<file path="src/rtl/dw_sched_pkg.sv">
// Shared types and constants for the depthwise layer scheduler.
//   - state_e   : scheduler FSM states
//   - CpDefault : default channel parallelism (lanes per issue cycle)
//   - bias base constants and the layer thresholds that select them
//   - ceil_div  : group-count helper, bias_of : layer -> bias base
package dw_sched_pkg;

  localparam int unsigned DataWidth = 8;
  localparam int unsigned CpDefault = 4;

  localparam logic [7:0] BiasBase0 = 8'd0;
  localparam logic [7:0] BiasBase1 = 8'd3;
  localparam logic [7:0] BiasBase2 = 8'd35;
  localparam logic [3:0] LayerThr1 = 4'd4;
  localparam logic [3:0] LayerThr2 = 4'd8;

  typedef enum logic [2:0] {
    StIdle,
    StReq,
    StWaitWin,
    StIssue,
    StDrain,
    StHandoff
  } state_e;

  // den must be non-zero; 9-bit operands keep num + den - 1 from wrapping.
  function automatic logic [8:0] ceil_div(input logic [8:0] num, input logic [8:0] den);
    return (num + den - 9'd1) / den;
  endfunction

  function automatic logic [7:0] bias_of(input logic [3:0] layer);
    if (layer < LayerThr1) return BiasBase0;
    if (layer < LayerThr2) return BiasBase1;
    return BiasBase2;
  endfunction

endpackage

</file>
<file path="src/rtl/dw_layer_scheduler_if.sv">
// Handshake/bus bundle of the depthwise layer scheduler.
//   master : scheduler side (consumes config and ready flags, drives everything else)
//   slave  : environment side (layer controller, window buffer, engine, pointwise stage)
// Signals: start/layer/output_size/channel (config), win_req/win_ready (window),
// issue/ch_sel/lane_mask (engine), res_valid/res_ch/res_mask (write-back),
// pixel_done/pt_ready (pointwise), layer_done/busy/bias_base (status).
// With DW_SCHED_PERF_EN defined, stall_cycles is added.
interface dw_layer_scheduler_if
  import dw_sched_pkg::*;
#(
  parameter int unsigned CP = CpDefault
);
  logic          start;
  logic [3:0]    layer;
  logic [7:0]    output_size;
  logic [7:0]    channel;
  logic          win_ready;
  logic          pt_ready;
  logic          win_req;
  logic [7:0]    out_h;
  logic [7:0]    out_w;
  logic          issue;
  logic [7:0]    ch_sel;
  logic [CP-1:0] lane_mask;
  logic          res_valid;
  logic [7:0]    res_ch;
  logic [CP-1:0] res_mask;
  logic [7:0]    bias_base;
  logic          pixel_done;
  logic          layer_done;
  logic          busy;
`ifdef DW_SCHED_PERF_EN
  logic [31:0]   stall_cycles;
`endif

  modport master (
    input  start, layer, output_size, channel, win_ready, pt_ready,
    output win_req, out_h, out_w, issue, ch_sel, lane_mask, res_valid, res_ch, res_mask,
    output bias_base, pixel_done, layer_done, busy
`ifdef DW_SCHED_PERF_EN
    , output stall_cycles
`endif
  );

  modport slave (
    output start, layer, output_size, channel, win_ready, pt_ready,
    input  win_req, out_h, out_w, issue, ch_sel, lane_mask, res_valid, res_ch, res_mask,
    input  bias_base, pixel_done, layer_done, busy
`ifdef DW_SCHED_PERF_EN
    , input stall_cycles
`endif
  );

endinterface

</file>
<file path="src/rtl/dw_sched_delay_line.sv">
// Fixed-depth shift register; models the compute pipeline latency so the
// write-back strobes line up with the engine results.
//   clk_i, rst_ni : clock, asynchronous active-low reset (flushes all stages)
//   d_i           : word entering the pipeline this cycle
//   q_o           : word that entered Depth cycles ago
module dw_sched_delay_line #(
  parameter int unsigned Width = 1,
  parameter int unsigned Depth = 1
) (
  input  logic             clk_i,
  input  logic             rst_ni,
  input  logic [Width-1:0] d_i,
  output logic [Width-1:0] q_o
);

  logic [Width-1:0] pipe_q [Depth];

  always_ff @(posedge clk_i or negedge rst_ni) begin
    if (!rst_ni) begin
      for (int i = 0; i < Depth; i++) pipe_q[i] <= '0;
    end else begin
      pipe_q[0] <= d_i;
      for (int i = 1; i < Depth; i++) pipe_q[i] <= pipe_q[i-1];
    end
  end

  assign q_o = pipe_q[Depth-1];

endmodule

</file>
<file path="src/rtl/dw_layer_scheduler.sv">
// Depthwise layer scheduler: walks output pixels in raster order, issues channel
// groups of CHANNEL_PARALLELISM one per cycle, retires them through a PIPE_LAT
// delay line and hands each finished pixel to the pointwise stage.
//   clk, rst_n : clock, asynchronous active-low reset
//   bus        : dw_layer_scheduler_if.master (config, window, engine, result, status)
// Optional: DW_SCHED_PERF_EN adds bus.stall_cycles, a saturating count of cycles
// spent waiting in WAIT_WIN or HANDOFF, cleared on start.
// PIPE_LAT must be at least 2; channel counts above MAX_CH are not supported.
module dw_layer_scheduler
  import dw_sched_pkg::*;
#(
  parameter int unsigned CHANNEL_PARALLELISM = CpDefault,
  parameter int unsigned PIPE_LAT            = 3,
  parameter int unsigned MAX_CH              = 64
) (
  input logic                  clk,
  input logic                  rst_n,
  dw_layer_scheduler_if.master bus
);

  localparam int unsigned Cp     = CHANNEL_PARALLELISM;
  localparam int unsigned GrpW   = $clog2(MAX_CH / Cp) + 1;
  localparam int unsigned DrainW = (PIPE_LAT > 2) ? $clog2(PIPE_LAT) : 1;
  localparam int unsigned ResW   = 1 + 8 + Cp;

  state_e            state_q;
  logic [7:0]        size_q, chan_q, out_h_q, out_w_q, ch_sel_q, bias_q;
  logic [GrpW-1:0]   grp_q, num_grp_q;
  logic [DrainW-1:0] drain_q;
  logic [Cp-1:0]     mask_q;
  logic              win_req_q, issue_q, pixel_done_q, layer_done_q, busy_q;
  logic [ResW-1:0]   res_q;

  // Lane i is live when its channel index is still below the channel count.
  function automatic logic [Cp-1:0] mask_of(input logic [8:0] base, input logic [7:0] chan);
    logic [Cp-1:0] m;
    m = '0;
    for (int i = 0; i < Cp; i++) m[i] = (base + 9'(i)) < {1'b0, chan};
    return m;
  endfunction

  always_ff @(posedge clk or negedge rst_n) begin
    if (!rst_n) begin
      state_q      <= StIdle;
      size_q       <= '0;
      chan_q       <= '0;
      out_h_q      <= '0;
      out_w_q      <= '0;
      ch_sel_q     <= '0;
      bias_q       <= '0;
      grp_q        <= '0;
      num_grp_q    <= '0;
      drain_q      <= '0;
      mask_q       <= '0;
      win_req_q    <= 1'b0;
      issue_q      <= 1'b0;
      pixel_done_q <= 1'b0;
      layer_done_q <= 1'b0;
      busy_q       <= 1'b0;
    end else begin
      win_req_q    <= 1'b0;
      pixel_done_q <= 1'b0;
      layer_done_q <= 1'b0;
      case (state_q)
        StIdle: begin
          if (bus.start) begin
            size_q    <= bus.output_size;
            chan_q    <= bus.channel;
            bias_q    <= bias_of(bus.layer);
            num_grp_q <= GrpW'(ceil_div({1'b0, bus.channel}, 9'(Cp)));
            out_h_q   <= '0;
            out_w_q   <= '0;
            if (bus.channel == 8'd0 || bus.output_size == 8'd0) begin
              layer_done_q <= 1'b1;  // empty layer: finish without issuing
            end else begin
              busy_q    <= 1'b1;
              win_req_q <= 1'b1;
              state_q   <= StReq;
            end
          end
        end
        StReq: state_q <= StWaitWin;
        StWaitWin: begin
          if (bus.win_ready) begin
            issue_q  <= 1'b1;
            ch_sel_q <= '0;
            grp_q    <= '0;
            mask_q   <= mask_of(9'd0, chan_q);
            state_q  <= StIssue;
          end
        end
        StIssue: begin
          if (grp_q == num_grp_q - 1'b1) begin
            issue_q  <= 1'b0;
            ch_sel_q <= '0;
            mask_q   <= '0;
            drain_q  <= '0;
            state_q  <= StDrain;
          end else begin
            grp_q    <= grp_q + 1'b1;
            ch_sel_q <= ch_sel_q + 8'(Cp);
            mask_q   <= mask_of({1'b0, ch_sel_q} + 9'(Cp), chan_q);
          end
        end
        StDrain: begin
          // One drain cycle is already spent leaving ISSUE; pixel_done then
          // lands on the same cycle as the last res_valid.
          if (drain_q == DrainW'(PIPE_LAT - 2)) begin
            pixel_done_q <= 1'b1;
            state_q      <= StHandoff;
          end else begin
            drain_q <= drain_q + 1'b1;
          end
        end
        StHandoff: begin
          if (bus.pt_ready) begin
            if (out_w_q == size_q - 8'd1) begin
              out_w_q <= '0;
              if (out_h_q == size_q - 8'd1) begin
                out_h_q      <= '0;
                layer_done_q <= 1'b1;
                busy_q       <= 1'b0;
                state_q      <= StIdle;
              end else begin
                out_h_q   <= out_h_q + 8'd1;
                win_req_q <= 1'b1;
                state_q   <= StReq;
              end
            end else begin
              out_w_q   <= out_w_q + 8'd1;
              win_req_q <= 1'b1;
              state_q   <= StReq;
            end
          end
        end
        default: state_q <= StIdle;
      endcase
    end
  end

  // Runs independently of the FSM so results keep retiring during stalls.
  dw_sched_delay_line #(
    .Width(ResW),
    .Depth(PIPE_LAT)
  ) u_delay_line (
    .clk_i (clk),
    .rst_ni(rst_n),
    .d_i   ({issue_q, ch_sel_q, mask_q}),
    .q_o   (res_q)
  );

  assign {bus.res_valid, bus.res_ch, bus.res_mask} = res_q;

  assign bus.win_req    = win_req_q;
  assign bus.out_h      = out_h_q;
  assign bus.out_w      = out_w_q;
  assign bus.issue      = issue_q;
  assign bus.ch_sel     = ch_sel_q;
  assign bus.lane_mask  = mask_q;
  assign bus.bias_base  = bias_q;
  assign bus.pixel_done = pixel_done_q;
  assign bus.layer_done = layer_done_q;
  assign bus.busy       = busy_q;

`ifdef DW_SCHED_PERF_EN
  logic [31:0] stall_q;
  logic        stall_now;

  assign stall_now = (state_q == StWaitWin && !bus.win_ready) ||
                     (state_q == StHandoff && !bus.pt_ready);

  always_ff @(posedge clk or negedge rst_n) begin
    if (!rst_n) begin
      stall_q <= '0;
    end else if (state_q == StIdle && bus.start) begin
      stall_q <= '0;
    end else if (stall_now && stall_q != '1) begin
      stall_q <= stall_q + 32'd1;
    end
  end

  assign bus.stall_cycles = stall_q;
`endif

endmodule

</file>
<file path="src/flat_wrapper.sv">
// flat-port wrapper written by rule: the top's interface ports become plain ports
module dw_layer_scheduler_flat import dw_sched_pkg::*;
#(
  parameter int unsigned CHANNEL_PARALLELISM = CpDefault,
  parameter int unsigned PIPE_LAT            = 3,
  parameter int unsigned MAX_CH              = 64
)
  (clk, rst_n, bus_start, bus_layer, bus_output_size, bus_channel, bus_win_ready, bus_pt_ready, bus_win_req, bus_out_h, bus_out_w, bus_issue, bus_ch_sel, bus_lane_mask, bus_res_valid, bus_res_ch, bus_res_mask, bus_bias_base, bus_pixel_done, bus_layer_done, bus_busy);
  dw_layer_scheduler_if #(.CP((4))) bus_i ();
  input logic clk;
  input logic rst_n;
  input wire logic [$bits(bus_i.start)-1:0] bus_start;
  input wire logic [$bits(bus_i.layer)-1:0] bus_layer;
  input wire logic [$bits(bus_i.output_size)-1:0] bus_output_size;
  input wire logic [$bits(bus_i.channel)-1:0] bus_channel;
  input wire logic [$bits(bus_i.win_ready)-1:0] bus_win_ready;
  input wire logic [$bits(bus_i.pt_ready)-1:0] bus_pt_ready;
  output wire logic [$bits(bus_i.win_req)-1:0] bus_win_req;
  output wire logic [$bits(bus_i.out_h)-1:0] bus_out_h;
  output wire logic [$bits(bus_i.out_w)-1:0] bus_out_w;
  output wire logic [$bits(bus_i.issue)-1:0] bus_issue;
  output wire logic [$bits(bus_i.ch_sel)-1:0] bus_ch_sel;
  output wire logic [$bits(bus_i.lane_mask)-1:0] bus_lane_mask;
  output wire logic [$bits(bus_i.res_valid)-1:0] bus_res_valid;
  output wire logic [$bits(bus_i.res_ch)-1:0] bus_res_ch;
  output wire logic [$bits(bus_i.res_mask)-1:0] bus_res_mask;
  output wire logic [$bits(bus_i.bias_base)-1:0] bus_bias_base;
  output wire logic [$bits(bus_i.pixel_done)-1:0] bus_pixel_done;
  output wire logic [$bits(bus_i.layer_done)-1:0] bus_layer_done;
  output wire logic [$bits(bus_i.busy)-1:0] bus_busy;
  assign bus_i.start = bus_start;
  assign bus_i.layer = bus_layer;
  assign bus_i.output_size = bus_output_size;
  assign bus_i.channel = bus_channel;
  assign bus_i.win_ready = bus_win_ready;
  assign bus_i.pt_ready = bus_pt_ready;
  assign bus_win_req = bus_i.win_req;
  assign bus_out_h = bus_i.out_h;
  assign bus_out_w = bus_i.out_w;
  assign bus_issue = bus_i.issue;
  assign bus_ch_sel = bus_i.ch_sel;
  assign bus_lane_mask = bus_i.lane_mask;
  assign bus_res_valid = bus_i.res_valid;
  assign bus_res_ch = bus_i.res_ch;
  assign bus_res_mask = bus_i.res_mask;
  assign bus_bias_base = bus_i.bias_base;
  assign bus_pixel_done = bus_i.pixel_done;
  assign bus_layer_done = bus_i.layer_done;
  assign bus_busy = bus_i.busy;
  dw_layer_scheduler #(.CHANNEL_PARALLELISM(CHANNEL_PARALLELISM), .PIPE_LAT(PIPE_LAT), .MAX_CH(MAX_CH)) u_core (.clk(clk), .rst_n(rst_n), .bus(bus_i));
endmodule
</file>
<file path="config.mk">
export PLATFORM = sky130hd
export DESIGN_NAME = dw_layer_scheduler_flat
export DESIGN_NICKNAME = d
export VERILOG_FILES = /design/src/rtl/dw_sched_pkg.sv /design/src/rtl/dw_layer_scheduler_if.sv /design/src/rtl/dw_sched_delay_line.sv /design/src/rtl/dw_layer_scheduler.sv /design/src/flat_wrapper.sv
export SDC_FILE = /design/constraint.sdc
export NUM_CORES = 1
export LEC_CHECK = 0
export CORE_MARGIN = 2
export CORE_UTILIZATION = 55
export CTS_BUF_LIST = sky130_fd_sc_hd__clkbuf_16
export DETAILED_ROUTE_END_ITERATION = 6
export PLACE_DENSITY_LB_ADDON = 0.1
export SLEW_MARGIN = 15
export SYNTH_ARGS = -nofsm -noshare
export SYNTH_HDL_FRONTEND = slang
export SYNTH_SLANG_ARGS = --single-unit
</file>
<file path="constraint.sdc">
create_clock -name clk -period 6.08 [get_ports clk]
set_clock_uncertainty 0.15 [all_clocks]
set_input_delay 0.608 -clock clk [delete_from_list [all_inputs] [get_ports clk]]
set_output_delay 0.608 -clock clk [all_outputs]
set_load 0.05 [all_outputs]
</file>
==> summary.txt, run 1 <==
Status
  – Status: finished clean

Route
  – DRC errors left: 0
  – Wire per inst: 15.8 um
  – Routed Antenna Nets: 0
  – Routed wire length: 11400 um
  – 1st-iter DRT viols: around 190
  – Drt via density: 5.62
  – DR pass1 iterations: 4
  – Routed via count: a little over 4000

Finish
  – Reg area: between 2000 and 2500 sq um
  – Share of cells above drive strength 1: slightly below 5%
  – Layout Nets: between 600 and 700
  – Final instance area: ~6000 sq um
  – # diodes: 0
  – Most frequent cells in the layout: dfrtp_1, nand2_1, clkdlybuf4s50_1
  – Area Growth Syn to Fin: 17.8%
  – Fill count: 720
  – Multi-input gate area: 2460 sq um
  – Most common cell after layout, fill and taps aside: dfrtp_1

Power and ir drop
  – Pwr Density: between 500 and 600 nW/um^2
  – Max VDD drop: about 0.31 mV
  – P_leak: 0.00274 uW

Place
  – Input/output buffers: 67
  – Placer Congestion: 0.886
  – Dpl hpwl: approximately 8300 um
  – Area post-placement: approximately 5800 sq um

Timing
  – Max-slew headroom: 30.1%
  – Final period utilization: a little over 60%
  – Setup violations, final: 0
  – RSZ-0062 raised after global routing: false
  – Achievable clock frequency: around 260 MHz
  – Slew Limit Fails: 0
  – Hold Vio Cnt, Final: 0
  – Post-route minimum period: 3.78 ns
  – Setup TNS: 0 ns
  – Worst Max-Slew Pin Slew: 1.05 ns

Worst setup path
  – R2r endpoint: u_core.state_q[0]
  – Critical Path Fanout Max: 14
  – Buf/Inv on CP: 1
  – CP startpoint: u_core.size_q[0]
  – Critical Path Max Stage Delay: ~0.8 ns
  – Worst path cell trace: inv_1 -> ha_1 -> or3b_1 -> o32a_1 -> or4_1 -> or4_1 -> a21o_2 -> o31a_1
  – Cell at the slowest stage of the critical path: or4_1
  – CP endpoint kind: flop
  – Worst Path Arrival: a little under 4 ns
  – R2r worst-path depth: 8
  – Top delay family on crit path: simple AND/OR/NAND/NOR gates
  – Setup CP Type: reg2reg
  – Crit start category: flop
  – Data required, critical path: between 6 and 7 ns
  – Flop-to-flop setup slack: between 2 and 2.5 ns
  – RR Startpoint: u_core.size_q[0]
  – Worst path most repeated cell: or4_1

Global routing
  – GRT Util Overall: around 23%
  – Initial antenna violation count: 0
  – Congestion Overflow GR: 0
  – Largest net degree at the start of global routing: roughly 60
  – Vias in the first global route: between 3000 and 4000
  – First-pass GRT wire length: 18800 um

Hold path
  – HP Class: in2async

Floorplan
  – Row cnt: 35
  – Io pins: between 70 and 80
  – Die area: just over 10000 sq um
  – Starting Density: between 50 and 60%
  – Width of the die: approximately 100 um
  – Chip height: approximately 100 um
  – Core ar.: around 9200 sq um

Clock network
  – Resize count post-CTS: 0
  – Clock transition at path regs: approximately 0.08 ns
  – Clock Latency Late Sink: 0.35 ns
  – Post-CTS Hold Buffers: 0
  – CTS buffer count: 9
  – Postcts setup bufs: 0
  – H-tree depth reported by CTS: 3
  – Total clock sinks: 97
  – Root Buffer Master: clkbuf_16
  – CTS tree: built
  – Clk buf depth: 2

Yosys
  – Ys flop type: dfrtp_1
  – Post-Syn Area: 5240 sq um
  – Mean area per synthesized cell: about 9.6 sq um
  – Post-synthesis sequential area ratio: a little under half
  – Synth cell types: 64
  – Synthesized flop and latch total: 97
  – Asr flop ratio synth: 100%
  – Syn Inst Count: between 500 and 600
  – Ys Warns: 0
  – Post-synth EDFFs: 0

Run
  – Max-capacitance violation count: 0
## synth_stat cells (5+ instances only)
cell type,count,area [sq um]
xnor2_1,11,96.3
or2_2,5,31.3
nand2_1,78,293
nor2_1,19,71.3
a221oi_1,6,52.6
nor3_1,11,55.1
and3_1,7,43.8
ha_1,24,300
o31ai_1,6,45.0
nand4_1,9,56.3
clkbuf_1,14,52.6
or4_1,9,67.6
dfrtp_1,97,2430
mux2i_1,6,60.1
o21ai_0,39,195
o21a_1,7,52.6
o22ai_1,7,43.8
nand2b_1,5,31.3
buf_4,22,165
nor4_1,5,31.3
a21oi_1,18,90.1
xor2_1,23,201
inv_1,30,113
nand3_1,22,110
## flip-flops by register name, summed over array words and instances (netlist names), 5 cells and up
signal                      flops
u_core.bus.ch_sel               6
u_core.u_delay_line.q_o        11
u_core.grp_q                    5
u_core.num_grp_q                5
u_core.bus.out_h                8
u_core.bus.out_w                8
u_core.size_q                   8
u_core.chan_q                   8
u_core.u_delay_line.pipe_q     22
## report_power, final
| part | switching [uW] | internal [uW] | total, uW |
|---|---|---|---|
| sequential | 236 | 881 | 1120 |
| clock | 285 | 298 | 583 |
| combinational | 954 | 619 | 1570 |
## layer usage
metal  vias to the layer above  GRT usage, %  part of all wire [%]
met5                         -             0                     0
met4                         0          8.94                   1.3
met3                        12          3.80                   5.8
met2                       118          37.0                    47
met1                      1947          31.9                    46
li1                       1978             -                     -
## stage by stage
stage | std cells | total power, uW | setup slack [ns] | utilization (%) | hold slack, ns
after global routing | 722 | 3500 | 2.22 | 66.7 | 0.101
after floorplan | 551 | 2300 | 2.71 | - | 0.162
after CTS | 722 | 3280 | 2.33 | 66.7 | 0.0738
after detailed placement | 706 | 2690 | 2.32 | 63.3 | 0.185
after global placement | 706 | 2630 | 2.41 | 63.3 | 0.181
final | 722 | 3270 | 2.30 | 66.7 | 0.0602
## logic make-up after synthesis
group	share of synthesized area, %
xor gates and xnor gates	7.07
AOI/OAI and AO/OA	14.8
muxes	1.15
and+or+nand+nor	17.5
DFF	46.4
other	0.0716
adders and majority gates	5.73
buffers and inverters	7.31
## cell type report
cell class              instances  area share (%)
multi-input cells             381            39.9
flip-flops and latches         97            39.4
repair buffers                 69            11.1
clock buffers                   9            3.65
well taps                     129            2.62
inverters                      30            1.83
clock inverters                 7            1.52
## how the worst max path moves through the flow
stage | to | slack (ns) | depth (start not counted)
detailed placement | u_core.state_q[0] | 2.32 | 8
global placement | u_core.state_q[0] | 2.41 | 8
CTS | u_core.state_q[0] | 2.33 | 8
floorplan | u_core.bus.out_h[4] | 2.71 | 11
global route | u_core.bus.out_h[4] | 2.22 | 8
finish | u_core.state_q[0] | 2.30 | 8
Power figures use the tool's default switching activity.
==> run 2, diff against run 1 <==
--- a/config.mk
+++ b/config.mk
@@ -6,7 +6,7 @@
 export NUM_CORES = 1
 export LEC_CHECK = 0
 export CORE_MARGIN = 2
-export CORE_UTILIZATION = 55
+export CORE_UTILIZATION = 49
 export CTS_BUF_LIST = sky130_fd_sc_hd__clkbuf_16
 export DETAILED_ROUTE_END_ITERATION = 6
 export PLACE_DENSITY_LB_ADDON = 0.1
==> constraint.sdc (replaced) <==
create_clock -name clk -period 3.2 [get_ports clk]
set_clock_uncertainty 0.15 [all_clocks]
set_input_delay 0.32 -clock clk [delete_from_list [all_inputs] [get_ports clk]]
set_output_delay 0.32 -clock clk [all_outputs]
set_load 0.05 [all_outputs]
==> run 2 against run 1 <==
The run now ends with negative setup slack left. Non-clock buffer count rose by 22. Hold slack improved by 0.14 ns. Sequential power increased by 88%. Sequential share of layout area shrank 1.6 points.
==> summary.txt, run 2 (synthesized netlist as in run 1, its figures left out) <==
Clock network
  – CTS tree: built
  – H-tree depth reported by CTS: 3 (unchanged)
  – Clock Latency Late Sink: 0.35 ns (about the same)
  – Clk buf depth: 2 (unchanged)
  – Root Buffer Master: clkbuf_16
  – Total clock sinks: 97 (unchanged)
  – Clock transition at path regs: 0.07 ns (about the same)
  – CTS buffer count: 9 (unchanged)

Power and ir drop
  – Pwr Density: 1010 nW/um^2 (+90%)
  – P_leak: 0.00288 uW (+5.1%)
  – Max VDD drop: 0.536 mV (+74%)

Timing
  – Slew Limit Fails: 0 (unchanged)
  – RSZ-0062 raised after global routing: true
  – Max-slew headroom: 43.3% (+13 points)
  – Setup WS post-layout: -0.00422 ns (-2.31 ns)
  – Post-route minimum period: 3.20 ns (-0.575 ns)
  – Achievable clock frequency: 312 MHz (+18%)
  – Hold Vio Cnt, Final: 0 (unchanged)
  – Final period utilization: 100% (+38 points)
  – Setup violations, final: 1 (+1)
  – Worst Max-Slew Pin Slew: 0.849 ns (-0.196 ns)

Run
  – Max-capacitance violation count: 0 (unchanged)

Finish
  – Multi-input gate area: 2530 sq um (+2.8%)
  – Share of cells above drive strength 1: 10.2% (+5.4 points)
  – Reg area: 2430 sq um (unchanged)
  – Area Growth Syn to Fin: 22.7%
  – # diodes: 0 (unchanged)
  – Most frequent cells in the layout: dfrtp_1, nand2_1, clkdlybuf4s50_1
  – Final instance area: 6420 sq um (+4.2%)
  – Most common cell after layout, fill and taps aside: dfrtp_1
  – Fill count: 895 (+24%)
  – Max reg flops: 22 (unchanged)
  – Core Util, Final: 62.0% (-4.8 points)
  – Final non-filler cell total: 751 (+4.0%)
  – Biggest register: u_core.u_delay_line.pipe_q
  – Layout Nets: 659 (+3.5%)

Global routing
  – GRT Util Overall: 22.2% (-1.0 points)
  – Largest net degree at the start of global routing: 56 (-5.1%)
  – First-pass GRT wire length: 20000 um (+6.5%)
  – Initial antenna violation count: 0 (unchanged)
  – Vias in the first global route: 4086 (+8.1%)
  – Congestion Overflow GR: 0 (unchanged)

Place
  – Cells after DPL: 730 (+3.4%)
  – Placer Congestion: 0.883 (-0.38%)
  – Dpl hpwl: 8720 um (+5.0%)
  – Input/output buffers: 67 (unchanged)
  – Area post-placement: 6010 sq um (+2.9%)

Floorplan
  – Core ar.: 10400 sq um (+12%)
  – Width of the die: 107 um (+5.7%)
  – Row cnt: 37 (+5.7%)
  – Die area: 11500 sq um (+12%)
  – Chip height: 107 um (+5.7%)
  – Starting Density: 50.5% (-6.2 points)
  – Io pins: 79 (unchanged)

Status
  – Status: finished with violations
  – Failing checks: negative setup slack

Worst setup path
  – CP endpoint kind: flop
  – Crit start category: flop
  – R2r endpoint: u_core.state_q[0]
  – Flop-to-flop setup slack: -0.004 ns (-2.31 ns)
  – R2r worst-path depth: 9 (+1)
  – Data required, critical path: 3.29 ns (-2.88 ns)
  – Critical Path Fanout Max: 6 (-8)
  – Worst Path Arrival: 3.29 ns (-0.58 ns)
  – Setup CP Type: reg2reg
  – RR Startpoint: u_core.size_q[1]

Route
  – Routed Antenna Nets: 0 (unchanged)
  – 1st-iter DRT viols: 230 (+24%)
  – DR pass1 iterations: 5 (+1)
  – Routed wire length: 12100 um (+5.9%)
  – Drt via density: 5.56 (-1.0%)
  – DRC errors left: 0 (unchanged)
  – Wire per inst: 16.1 um (+1.8%)
  – Routed via count: 4174 (+2.9%)

Hold path
  – HP Class: reg2reg
  – Hold Path Depth: 0
  – WHS Endpoint: u_core.u_delay_line.q_o[11]
  – Worst hold start: u_core.u_delay_line.pipe_q[24]
-- run 2: stage by stage --
stage | worst slack, ns | setup TNS [ns] | power, uW | hold slack (ns)
floorplan | -0.0947 | -0.421 | 4410 | -0.126
detailed placement | -0.0243 | -0.0272 | 5260 | 0.185
global route | -0.0551 | -0.156 | 6910 | 0.210
global placement | 0.0200 | 0 | 5160 | 0.182
finish | -0.00422 | -0.00422 | 6470 | 0.197
CTS | -0.00468 | -0.00468 | 6440 | 0.202
-- run 2: worst max-delay path by stage --
stage / from / end / slack [ns]
after CTS: u_core.size_q[1] / u_core.state_q[0] / -0.005
final: u_core.size_q[1] / u_core.state_q[0] / -0.004
after global placement: u_core.size_q[1] / u_core.state_q[0] / 0.02
after global routing: u_core.size_q[1] / u_core.state_q[0] / -0.06
after detailed placement: u_core.size_q[1] / u_core.state_q[0] / -0.02
after floorplan: u_core.size_q[0] / u_core.bus.out_h[4] / -0.09
-- run 2: where the power goes --
| group | internal [uW] | leakage, uW | switching, uW |
|---|---|---|---|
| registers | 1670 | 0.00123 | 422 |
| clock network | 623 | 0.000156 | 508 |
| logic | 1340 | 0.00150 | 1910 |
| total | 3640 | 0.00288 | 2840 |
-- run 2: final cells by class --
type / count / share of cell area [%]
Timing Repair Buffer: 91 / 13.6
Sequential cell: 97 / 37.8
Tap cell: 136 / 2.65
Inverter: 30 / 1.75
Clock buffer: 9 / 3.51
Multi-Input combinational cell: 381 / 39.4
Clock inverter: 7 / 1.36
-- run 2: critical path, cell delays in order (launching register included) --
cell and delay, ns:
dfrtp_1 0.39, inv_2 0.08, ha_4 0.13, or3b_4 0.37
o32a_1 0.30, or4_4 0.55, or4_4 0.52, buf_6 0.17
a21o_2 0.20, o31a_1 0.24
-- run 2: per-layer routing --
metal | GRT usage, % | wire [um]
met1 | 30.9 | 5540
met2 | 34.1 | 5680
met3 | 4.24 | 665
met4 | 8.97 | 207
met5 | 0 | 0
-- run 2: repair_timing --
item                                   CTS  global route
gates resized for setup                  2            11
endpoints found under the hold margin   53             0
hold buffers                             1             0
setup endpoints to repair                3            16
pin swaps                                0             3
cloned                                   1             0
setup buffers                            1             2
